**config.mk**
```make
export PLATFORM = sky130hd
export DESIGN_NAME = gray_conv_pipe_flat
export DESIGN_NICKNAME = d
export VERILOG_FILES = /design/src/rtl/gray_conv_pkg.sv /design/src/rtl/gray_conv_pipe_if.sv /design/src/rtl/gray_conv_stage.sv /design/src/rtl/gray_conv_pipe.sv /design/src/flat_wrapper.sv
export SDC_FILE = /design/constraint.sdc
export NUM_CORES = 1
export LEC_CHECK = 0
export ABC_AREA = 1
export BUFFER_PORTS_ARGS = -buffer_cell sky130_fd_sc_hd__buf_2
export CAP_MARGIN = 0
export CORE_MARGIN = 2
export CORE_UTILIZATION = 59
export DETAILED_ROUTE_END_ITERATION = 8
export GPL_TIMING_DRIVEN = 1
export PLACE_DENSITY = 0.82
export RECOVER_POWER = 100
export SETUP_SLACK_MARGIN = 0.1
export SYNTH_ARGS = -nofsm -noshare
export SYNTH_HDL_FRONTEND = slang
export SYNTH_HIERARCHICAL = 1
export SYNTH_SLANG_ARGS = --single-unit
```
**constraint.sdc**
```tcl
create_clock -name clk -period 4.2 [get_ports clk]
set_clock_uncertainty 0.05 [all_clocks]
set_input_delay 0.84 -clock clk [delete_from_list [all_inputs] [get_ports clk]]
set_output_delay 0.84 -clock clk [all_outputs]
set_load 0.05 [all_outputs]
```
**src/rtl/gray_conv_pkg.sv**
```systemverilog
// Shared constants and chunk-boundary helpers for the pipelined Gray/binary converter.
package gray_conv_pkg;

  localparam logic MODE_G2B = 1'b0;
  localparam logic MODE_B2G = 1'b1;

  function automatic int chunk_size(input int width, input int stages);
    return (width + stages - 1) / stages;
  endfunction

  // Highest bit resolved by stage s; negative when the stage has no bits left to resolve.
  function automatic int chunk_hi(input int s, input int width, input int stages);
    return width - 1 - s * chunk_size(width, stages);
  endfunction

  function automatic int chunk_lo(input int s, input int width, input int stages);
    int lo;
    lo = width - (s + 1) * chunk_size(width, stages);
    return (lo < 0) ? 0 : lo;
  endfunction

endpackage

```
**src/rtl/gray_conv_pipe_if.sv**
```systemverilog
// Valid/ready stream bundle for the converter: input side and output side.
interface gray_conv_pipe_if #(
  parameter int unsigned WIDTH = 8,
  parameter int unsigned LANES = 4
);
  localparam int unsigned DW = WIDTH * LANES;

  logic          in_valid;
  logic          in_ready;
  logic          in_mode;
  logic [DW-1:0] in_data;
  logic          out_valid;
  logic          out_ready;
  logic          out_mode;
  logic [DW-1:0] out_data;

  modport master (
    output in_valid, in_mode, in_data, out_ready,
    input  in_ready, out_valid, out_mode, out_data
  );

  modport slave (
    input  in_valid, in_mode, in_data, out_ready,
    output in_ready, out_valid, out_mode, out_data
  );
endinterface

```
**src/rtl/gray_conv_stage.sv**
```systemverilog
// One converter pipeline stage: all lanes plus the stage valid bit.
// Gray->bin resolves one chunk of bits per stage; bin->gray is done entirely in stage 0.
module gray_conv_stage
  import gray_conv_pkg::*;
#(
  parameter int unsigned WIDTH  = 8,
  parameter int unsigned LANES  = 4,
  parameter int unsigned STAGES = 2,
  parameter int unsigned IDX    = 0
) (
  input  logic                   clk,
  input  logic                   rst_n,
  input  logic                   load,
  input  logic                   advance,
  input  logic                   up_mode,
  input  logic [LANES*WIDTH-1:0] up_data,
  output logic                   v,
  output logic                   mode,
  output logic [LANES*WIDTH-1:0] data
);
  localparam int unsigned DW = LANES * WIDTH;
  localparam int HI = chunk_hi(int'(IDX), int'(WIDTH), int'(STAGES));
  localparam int LO = chunk_lo(int'(IDX), int'(WIDTH), int'(STAGES));

  logic [DW-1:0]    nxt_data;
  logic [WIDTH-1:0] ln;

  // Bits above HI are already binary, bits in [HI:LO] resolve here, lower bits stay raw gray.
  always_comb begin
    nxt_data = up_data;
    ln       = '0;
    for (int k = 0; k < int'(LANES); k++) begin
      ln = up_data[k*WIDTH +: WIDTH];
      if (up_mode == MODE_B2G) begin
        if (IDX == 0) ln = ln ^ (ln >> 1);
      end else begin
        for (int i = int'(WIDTH) - 2; i >= 0; i--) begin
          if (i <= HI && i >= LO) ln[i] = ln[i+1] ^ ln[i];
        end
      end
      nxt_data[k*WIDTH +: WIDTH] = ln;
    end
  end

  always_ff @(posedge clk or negedge rst_n) begin
    if (!rst_n) begin
      v    <= 1'b0;
      mode <= MODE_G2B;
      data <= '0;
    end else if (load) begin
      v    <= 1'b1;
      mode <= up_mode;
      data <= nxt_data;
    end else if (advance) begin
      v    <= 1'b0;
    end
  end

endmodule

```
**src/rtl/gray_conv_pipe.sv**
```systemverilog
// Multi-lane pipelined Gray/binary converter: ready chain across the stages plus port mapping.
module gray_conv_pipe
  import gray_conv_pkg::*;
#(
  parameter int unsigned WIDTH  = 8,
  parameter int unsigned LANES  = 4,
  parameter int unsigned STAGES = 2
) (
  input  logic              clk,
  input  logic              rst_n,
  gray_conv_pipe_if.slave   bus
);
  localparam int unsigned DW = LANES * WIDTH;

  logic [STAGES-1:0] v;
  logic [STAGES-1:0] adv;
  logic [STAGES-1:0] load;
  logic [STAGES:0]   rdy;
  logic              mode_q  [STAGES];
  logic [DW-1:0]     data_q  [STAGES];
  logic              up_mode [STAGES];
  logic [DW-1:0]     up_data [STAGES];

  // rdy[k]: stage k can take a new entry; rdy[STAGES] is the downstream consumer.
  always_comb begin
    rdy  = '0;
    adv  = '0;
    load = '0;
    rdy[STAGES] = bus.out_ready;
    for (int k = int'(STAGES) - 1; k >= 0; k--) begin
      adv[k] = v[k] & rdy[k+1];
      rdy[k] = ~v[k] | adv[k];
    end
    load[0] = bus.in_valid & rdy[0] & rst_n;
    for (int k = 1; k < int'(STAGES); k++) begin
      load[k] = adv[k-1];
    end
  end

  for (genvar k = 0; k < int'(STAGES); k++) begin : stg
    if (k == 0) begin : g_head
      assign up_mode[k] = bus.in_mode;
      assign up_data[k] = bus.in_data;
    end else begin : g_link
      assign up_mode[k] = mode_q[k-1];
      assign up_data[k] = data_q[k-1];
    end

    gray_conv_stage #(
      .WIDTH  (WIDTH),
      .LANES  (LANES),
      .STAGES (STAGES),
      .IDX    (k)
    ) u_stage (
      .clk     (clk),
      .rst_n   (rst_n),
      .load    (load[k]),
      .advance (adv[k]),
      .up_mode (up_mode[k]),
      .up_data (up_data[k]),
      .v       (v[k]),
      .mode    (mode_q[k]),
      .data    (data_q[k])
    );
  end

  assign bus.in_ready  = rdy[0] & rst_n;
  assign bus.out_valid = v[STAGES-1];
  assign bus.out_mode  = mode_q[STAGES-1];
  assign bus.out_data  = data_q[STAGES-1];

endmodule

```
**src/flat_wrapper.sv**
```systemverilog
// flat-port wrapper written by rule: the top's interface ports become plain ports
module gray_conv_pipe_flat import gray_conv_pkg::*;
#(
  parameter int unsigned WIDTH  = 8,
  parameter int unsigned LANES  = 4,
  parameter int unsigned STAGES = 2
)
  (clk, rst_n, bus_in_valid, bus_in_mode, bus_in_data, bus_out_ready, bus_in_ready, bus_out_valid, bus_out_mode, bus_out_data);
  gray_conv_pipe_if #(.WIDTH(WIDTH), .LANES(LANES)) bus_i ();
  input  logic clk;
  input  logic rst_n;
  input wire logic [$bits(bus_i.in_valid)-1:0] bus_in_valid;
  input wire logic [$bits(bus_i.in_mode)-1:0] bus_in_mode;
  input wire logic [$bits(bus_i.in_data)-1:0] bus_in_data;
  input wire logic [$bits(bus_i.out_ready)-1:0] bus_out_ready;
  output wire logic [$bits(bus_i.in_ready)-1:0] bus_in_ready;
  output wire logic [$bits(bus_i.out_valid)-1:0] bus_out_valid;
  output wire logic [$bits(bus_i.out_mode)-1:0] bus_out_mode;
  output wire logic [$bits(bus_i.out_data)-1:0] bus_out_data;
  assign bus_i.in_valid = bus_in_valid;
  assign bus_i.in_mode = bus_in_mode;
  assign bus_i.in_data = bus_in_data;
  assign bus_i.out_ready = bus_out_ready;
  assign bus_in_ready = bus_i.in_ready;
  assign bus_out_valid = bus_i.out_valid;
  assign bus_out_mode = bus_i.out_mode;
  assign bus_out_data = bus_i.out_data;
  gray_conv_pipe #(.WIDTH(WIDTH), .LANES(LANES), .STAGES(STAGES)) u_core (.clk(clk), .rst_n(rst_n), .bus(bus_i));
endmodule
```
==> summary.txt <==
Floorplan
  – Die Height: between 80 and 90 um
  – Core region area: about 0.006 sq mm
  – I/O pin total: a little over 70
  – Chip Width: between 80 and 90 um
  – Number of cell rows: 28
  – Initial core utilization: slightly above 60%
  – Die area: 0.00666 sq mm

Place
  – Placer Congestion: 0.921
  – Post-placement cell area: between 0.003 and 0.004 sq mm
  – Final HPWL DP: between 5000 and 6000 um
  – PortBufs: 71
  – Placed cells: 584
  – Pre-CTS WS: between 1 and 1.5 ns

Hold path
  – Worst Hold Class: flop to flop

STA
  – Finish-stage setup viols: 0
  – Rel. slew slack: -11.4%
  – Peak Freq: 0.334 GHz
  – Worst-Margin Slew: 1.67 ns
  – Hold_ws: ~0.42 ns
  – Final Critical Period: approximately 3.0 ns
  – Fin. Hold Viols: 0
  – Total negative slack: 0 ns
  – RSZ-0062 raised after global routing: false
  – Setup WS post-layout: approximately 1.2 ns
  – Fin crit share: 71.4%
  – Max-slew violations: 69

Run status
  – Status: complete, but fails checks
  – Violated checks: capacitance limit, slew limit

Synth
  – Mapped Cells: between 400 and 500
  – Flops & latches, synth: between 60 and 70
  – Ys Warns: 6
  – Register area share after synthesis: 47.9%
  – Distinct cells, synth: 23
  – Syn_nets: slightly below 500
  – Post-Syn Area: 0.00355 sq mm
  – Avg Inst Size Synth: 7.88 sq um

Pwr
  – Switching Share: between 40% and 50%
  – Worst VDD drop: around 0.42 mV
  – Lkg Pwr: roughly 2.1 nW
  – Clock Power Share: approximately 18%
  – Share of power burned in registers: about a third
  – Net Sw Power: about 1.6 mW
  – Tot Pwr: between 3 and 4 mW
  – Internal power: 1.59 mW
  – PD cells: between 700 and 800 mW/mm^2
  – Combinational Power Share: a little under half

Routing
  – DR WL/cell: 13.9 um
  – Via Count: 3256
  – Drt first-iter violations: roughly 300
  – Drt first pass iters: 5
  – Final ANT Viol Nets: 0
  – Detailed Route WL: between 8000 and 9000 um
  – DRC viols: 0
  – DR vias/cell: 5.44

GRT
  – Global-route wire length before repair: ~14000 um
  – Total GRT Usage: between 20% and 30%
  – Largest net degree at the start of global routing: between 60 and 70
  – Initial antenna violation count: 0
  – Grt total ovfl: 0
  – Vias in the first global route: around 3000

Clocking
  – Clk sinks: 68
  – Setup Buffers After CTS: 0
  – Inserted Clock Buffers: 9
  – H-tree Lvls: 3
  – Worst-path clk slew: 0.07 ns
  – CTS root buf: clkbuf_8
  – Clk Latency, worst-skew pair: between 0.3 and 0.4 ns
  – Hold Buf Count CTS: 0
  – CTS tree: built
  – Post-cts gate resize count: 0
  – Clock buffer depth: 2

Cells and area
  – FILL cells: 518
  – Antenna cells: 0
  – Fin nets: roughly 560
  – Final instance area: a little over 0.004 sq mm
  – Layout cells sized above 1: approximately 15%
  – Area Overhead vs Synth: 14.2%
  – Final cell count without fillers: ~600
  – Final core occ: 68.9%

Critical path
  – Max stage delay on crit path: 0.62 ns
  – Crit path cell chain: clkbuf_1 > inv_1 > nand3_1 > nand2_1 > nor2_1 > inv_1 > clkbuf_1 > nand2_1 > o21ai_0
  – Worst EP required: about 4.3 ns
  – WP data arrival: 3.12 ns
  – WS Path Type: input port to flop
  – CP Launch Type: input port
  – Worst path slowest cell: inv_1
  – Worst Setup End Kind: flop
  – CP max FO: 35

Flow run
  – Max_cap viols: 1
[kinds of logic (layout without fill, tap and decap cells)]
logic type,Yosys count,in the layout,synth area share (%)
AO/OA/AOI/OAI,51,51,8.63
XOR/XNOR,19,19,4.68
buffers and inverters,62,135,7.64
flip-flops,68,68,47.9
AND/OR/NAND/NOR,251,251,31.1
[worst max-delay path, delay by kind of cell]
kind | cells | cell delay [ns]
compound gates | 1 | 0.11
buf+inv | 4 | 1.28
simple gates | 4 | 0.89
[cells in the final DEF, fill, tap and decap left out, types with 3 or more instances in the layout]
cell and n:
dfrtp_1 68, xnor2_1 3, o21ai_1 4, buf_2 34, clkbuf_1 40, a21oi_1 3, xor2_1 16, nand3_2 13
a31oi_1 3, nand2_2 8, inv_1 41, o21ai_0 31, nor2_1 5, o221ai_1 8, nand2_1 183, clkbuf_8 12
inv_2 5, nand3_1 42
[final timing paths]
kind | to | cells after the start | startpoint | slack (ns)
min | u_core/stg[1].u_stage/data[30] | 2 | u_core/stg[1].u_stage/data[30] | 0.42
max reg2reg | u_core/stg[0].u_stage/data[14] | 7 | u_core/stg[1].u_stage/v | 1.43
max in group asynchronous | u_core/stg[1].u_stage/data[14] | 2 | rst_n | 2.03
min reg2reg | u_core/stg[1].u_stage/data[30] | 2 | u_core/stg[1].u_stage/data[30] | 0.42
min in group asynchronous | u_core/stg[1].u_stage/data[26] | 2 | rst_n | 1.08
max | u_core/stg[0].u_stage/data[14] | 9 | bus_out_ready | 1.20
[cell usage after synthesis (all sizes together)]
library cell / count / area share (%)
clkbuf: 5 / 0.81
dfrtp: 68 / 48
a21oi: 3 / 0.42
buf: 11 / 2.0
o21ai: 36 / 5.5
nand2: 191 / 21
nand3: 55 / 9.7
o221ai: 8 / 2.0
nor2: 5 / 0.60
a21boi: 1 / 0.21
xor2: 16 / 3.9
a31oi: 3 / 0.53
xnor2: 3 / 0.74
inv: 46 / 4.9
[registers in the layout (all words and copies together), names as in the netlist]
name	count
u_core/stg.u_stage/data	64
u_core/stg.u_stage/mode	2
u_core/stg.u_stage/v	2
[area by class of cell]
cell class                 instances  area [sq um]  share of cell area (%)
clock buffer                      14           173                    4.26
tap                               75          93.8                    2.31
multi-input combinational        321          1560                    38.5
inverter                          46           173                    4.26
timing repair buffer              74           325                    8.02
sequential                        68          1700                    41.9
clock inverter                     1          30.0                   0.740
[power by group through the flow]
stage	Combinational [mW]	Sequential, mW	Clock, mW
finish	1.52	1.09	0.556
global route	1.66	1.13	0.584
CTS	1.57	1.09	0.563
detailed placement	1.55	1.09	0
global placement	1.51	1.08	0
floorplan	0.692	1.60	0
[per-layer routing]
| layer | vias to the layer above | track usage [%] | wire length, um |
|---|---|---|---|
| met4 | 0 | 11.7 | 149 |
| li1 | 1574 | - | - |
| met5 | - | 0 | 0 |
| met2 | 130 | 43.9 | 4120 |
| met3 | 18 | 4.51 | 513 |
| met1 | 1534 | 34.6 | 3550 |
Power figures use the tool's default switching activity.
